==> src/rtl/enc_pkg.sv <==
// Shared widths and FSM state encoding for the 8-to-3 event encoder.
package enc_pkg;

    localparam int IN_W   = 8;
    localparam int CODE_W = 3;

    typedef enum logic {
        EMPTY = 1'b0,
        HOLD  = 1'b1
    } state_e;

endpackage

==> src/rtl/event_encoder8x3_prio_enc8.sv <==
// Combinational priority encoder: picks the winning set bit of vec.
// lowest_first=1 lets bit 0 win, lowest_first=0 lets bit 7 win.
module prio_enc8
    import enc_pkg::*;
(
    input  logic [IN_W-1:0]   vec,
    input  logic              lowest_first,
    output logic [CODE_W-1:0] idx,
    output logic              any
);

    // Scan in the direction that leaves the winner as the last hit.
    always_comb begin
        idx = '0;
        any = |vec;
        if (lowest_first) begin
            for (int i = IN_W - 1; i >= 0; i--) begin
                if (vec[i]) idx = CODE_W'(i);
            end
        end else begin
            for (int i = 0; i < IN_W; i++) begin
                if (vec[i]) idx = CODE_W'(i);
            end
        end
    end

endmodule

==> src/rtl/event_encoder8x3.sv <==
// Event encoder: collects one-cycle event pulses in a pending register and
// presents them one at a time as a binary code over a valid/ready handshake.
module event_encoder8x3
    import enc_pkg::*;
#(
    parameter bit LOWEST_FIRST = 1'b1
) (
    input  logic              clk,
    input  logic              rst_n,
    input  logic [IN_W-1:0]   req,
    input  logic              clear,
    input  logic              ready_in,
    output logic [CODE_W-1:0] code_out,
    output logic              valid_out,
    output logic [IN_W-1:0]   pending,
    output logic              overflow
);

    state_e              state_q, state_d;
    logic [IN_W-1:0]     p_q, p_d;
    logic [CODE_W-1:0]   code_q, code_d;
    logic                ovf_q, ovf_d;

    logic [CODE_W-1:0]   sel_idx;
    logic                sel_any;
    logic                load;
    logic [IN_W-1:0]     rm_mask;

    // Selection only looks at the registered pending vector, so a req in
    // the current cycle cannot win until the following edge.
    prio_enc8 u_prio (
        .vec          (p_q),
        .lowest_first (LOWEST_FIRST),
        .idx          (sel_idx),
        .any          (sel_any)
    );

    // Next-state: slot load, pending update, merge detection, flush.
    always_comb begin
        load    = (state_q == EMPTY) || ready_in;
        rm_mask = (load && sel_any) ? (IN_W'(1) << sel_idx) : '0;
        // A req on the bit being removed re-sets it, so it is not lost.
        p_d     = (p_q & ~rm_mask) | req;
        // Merge only when the bit stays set from before; the held code's
        // bit is already clear in p_q, so it never counts as a merge.
        ovf_d   = |(req & p_q & ~rm_mask);
        state_d = state_q;
        code_d  = code_q;
        if (load) begin
            if (sel_any) begin
                state_d = HOLD;
                code_d  = sel_idx;
            end else begin
                state_d = EMPTY;
            end
        end
        // Flush wins over any transfer; the presented code is dropped too.
        if (clear) begin
            p_d     = '0;
            ovf_d   = 1'b0;
            state_d = EMPTY;
            code_d  = code_q;
        end
    end

    // State registers with asynchronous reset.
    always_ff @(posedge clk or negedge rst_n) begin
        if (!rst_n) begin
            state_q <= EMPTY;
            p_q     <= '0;
            code_q  <= '0;
            ovf_q   <= 1'b0;
        end else begin
            state_q <= state_d;
            p_q     <= p_d;
            code_q  <= code_d;
            ovf_q   <= ovf_d;
        end
    end

    assign code_out  = code_q;
    assign valid_out = (state_q == HOLD);
    assign pending   = p_q;
    assign overflow  = ovf_q;

endmodule

==> config.mk <==
export PLATFORM = sky130hd
export DESIGN_NAME = event_encoder8x3
export DESIGN_NICKNAME = d
export VERILOG_FILES = /design/src/rtl/enc_pkg.sv /design/src/rtl/event_encoder8x3_prio_enc8.sv /design/src/rtl/event_encoder8x3.sv
export SDC_FILE = /design/constraint.sdc
export NUM_CORES = 1
export LEC_CHECK = 0
export ABC_AREA = 0
export BUFFER_PORTS_ARGS = -buffer_cell sky130_fd_sc_hd__buf_2
export CAP_MARGIN = 30
export CORE_ASPECT_RATIO = 0.8
export CORE_UTILIZATION = 37
export DETAILED_ROUTE_END_ITERATION = 7
export PLACE_DENSITY = 0.59
export SYNTH_ARGS = -nofsm -noshare
export SYNTH_HDL_FRONTEND = slang
export SYNTH_SLANG_ARGS = --single-unit
==> constraint.sdc <==
create_clock -name clk -period 2.85 [get_ports clk]
set_input_delay 0.57 -clock clk [delete_from_list [all_inputs] [get_ports clk]]
set_output_delay 0.57 -clock clk [all_outputs]
set_load 0.02 [all_outputs]
==> flow_summary.ini <==
[clocking]
cts-resized-gates = 0
cts_sinks = 13
worstSkewPairLatency_ns = 0.27
ctsRootBufferMaster = sky130_fd_sc_hd__clkbuf_4
worst_setup_hold_path_clk_slew_ns = 0.08
cts_setup_buffers = 0
cts.hold.buffers_added = 0
cts_inserted_buffers = 3
max-clock-path-buffers = 2
tritoncts = built
cts.htree.levels = 1

[place]
place_congestion = 0.8173
number_of_port_buffers = 24
sum_of_net_half_perimeters_after_detailed_placement_um = 1196

[floorplanning]
die_w_um = 50.61
std_cell_rows = 13
num_io_pins = 25
chipHeight_um = 40.89
floorplan.die_area_um2 = 2069
core_um2 = 1692
initial_utilization = 0.4135

[status]
run_status = completed

[worst_setup_path]
critical_path.slowest_cell = sky130_fd_sc_hd__dfrtp_1
path_max_fanout = 7
worstSetupEndpointType = register
critPathMaxStageDelay_ns = 0.45
critPathKind = register to register
crit_path_start_kind = register
cell_by_cell_trace_of_the_critical_path = nor3_2 > nor3b_4 > nand4b_1 > a31oi_1 > a41oi_1
arrival_ns = 1.75
crit_required_ns = 2.99

[finish]
layout.cells.most_common_list = sky130_fd_sc_hd__buf_2, sky130_fd_sc_hd__dfrtp_1, sky130_fd_sc_hd__a21oi_1
area_delta_synth_final_pct = 24.33
fin_nets = 114
antennaDiodeCount = 0
layout.cells.most_common = sky130_fd_sc_hd__buf_2
final_util = 0.5141
post_route_cells_drive_above_1_share = 0.3366

[detailed_routing]
route.vias.total = 652
drt_pass1_iterations = 3
route.detailed.vias_per_inst = 5.301
route.detailed.drc = 0
route.detailed.wl_per_inst_um = 12.80
drt-initial-drc-count = 4
route.antenna.remaining_nets = 0
drt-total-wl_um = 1574

[sta]
finalSetupViolCount = 0
slew_viol_final = 0
tns_ns = 0
timing.clock.skew_ns = 0.001045
rsz_0062_raised_after_global_routing = false
slew_headroom = 0.7684
max_slew.worst_pin.slew_ns = 0.3449
fmax_mhz = 619.2
period_minus_slack_ns = 1.615
post-route-period-util = 0.5667
final-hold-violation-count = 0

[synth]
postSynth.topFlopCell = sky130_fd_sc_hd__dfrtp_1
synth_area_per_cell_um2 = 9.452
ys_warnings = 0
synth_sequential_area_ratio = 0.4651
synth.lib_cells_used.distinct = 24
synth.ff_latch_count = 13
synthesis.area_um2 = 699.4
syn_nets = 86
synthesis.instances = 74
ys_async_sr_fraction = 1.000
synth_enable_flop_cells = 0

[grt]
grtUsageMet2 = 0.3067
met3_usage = 0.06667
wire_length_of_the_first_global_routing_pass_um = 2780
grt_most_used_layer = met2
global_route.usage.total = 0.1948
met1_usage = 0.2562
grt_overflow_total = 0
number_of_antenna_violations_at_the_first_check_in_global_routing = 0
number_of_global_route_vias_before_repair = 619
grt_start_max_net_pins = 14

[worst_hold_path]
worstHoldPathType = input pin to asynchronous set/reset pin

[power]
power.leakage_nw = 0.4050
power.density_cell_area_nw_per_um2 = 523.2
ir_drop_v = 0.0002482
post-layout-total-power_uw = 455.0

[run]
max_cap_violations = 0
-- worst max-delay path: cells and delay by family, from the launching register on --
kind               cells  cell delay, ns
and+or+nand+nor        3            0.70
DFF                    1            0.45
AOI/OAI and AO/OA      2            0.33
-- logic make-up after synthesis --
family                 synth area share
buffers and inverters           0.03220
multiplexers                    0.03220
flip-flops                       0.4651
AO/OA/AOI/OAI                    0.2361
AND/OR/NAND/NOR                  0.2344
-- final timing paths --
kind,slack (ns),cells after the start,end,startpoint
worst max-delay path,1.23,5,overflow,pending[3]
worst min-delay path,0.17,1,pending[0],rst_n
worst max register to register,1.23,5,overflow,pending[3]
worst min register to register,0.51,1,code_out[0],code_out[0]
max in group asynchronous,2.45,1,code_out[2],rst_n
min in group clk,0.51,1,code_out[0],code_out[0]
-- cell type report --
type | instances | area (um^2)
fillers | 166 | 822.0
multi-input cells | 55 | 351.6
flip-flops and latches | 13 | 325.3
repair buffers | 24 | 120.1
well taps | 22 | 27.53
clock buffers | 4 | 26.28
inverters | 5 | 18.77
-- sequential cells by signal, indices dropped and copies added (netlist names) --
signal	flops
pending	8
code_out	3
overflow	1
valid_out	1
-- metrics by stage --
step	instance area [um^2]	setup slack [ns]	hold slack [ns]	cells
floorplan	699.4	1.212	0.2744	74
global placement	843.3	1.030	0.4783	119
detailed placement	843.3	0.9842	0.4875	119
CTS	869.6	1.214	0.1853	123
global route	869.6	1.059	0.1831	123
finish	869.6	1.235	0.1701	123
-- synthesized netlist by cell type (2+ instances only) --
master / count / area, um^2
sky130_fd_sc_hd__dfrtp_1: 13 / 325.3
sky130_fd_sc_hd__a21oi_1: 11 / 55.05
sky130_fd_sc_hd__nor2_1: 10 / 37.54
sky130_fd_sc_hd__nand2_1: 6 / 22.52
sky130_fd_sc_hd__o21ai_0: 6 / 30.03
sky130_fd_sc_hd__inv_1: 5 / 18.77
sky130_fd_sc_hd__nand2b_1: 3 / 18.77
sky130_fd_sc_hd__a21boi_0: 2 / 15.01
sky130_fd_sc_hd__a31oi_1: 2 / 12.51
sky130_fd_sc_hd__mux2_2: 2 / 22.52
-- power breakdown --
group	internal (mW)	leakage, nW	switching, mW	total [mW]
Sequential	0.203	0.163	0.0210	0.224
Clock	0.0542	0.0150	0.0584	0.113
Combinational	0.0484	0.227	0.0702	0.119
-- metal layers --
metal | share of wire | wire length, um
met4 | 0.0095 | 15
met1 | 0.49 | 778
met5 | 0 | 0
met2 | 0.44 | 698
met3 | 0.053 | 83
Note: power is estimated with default switching activity, not from simulation.
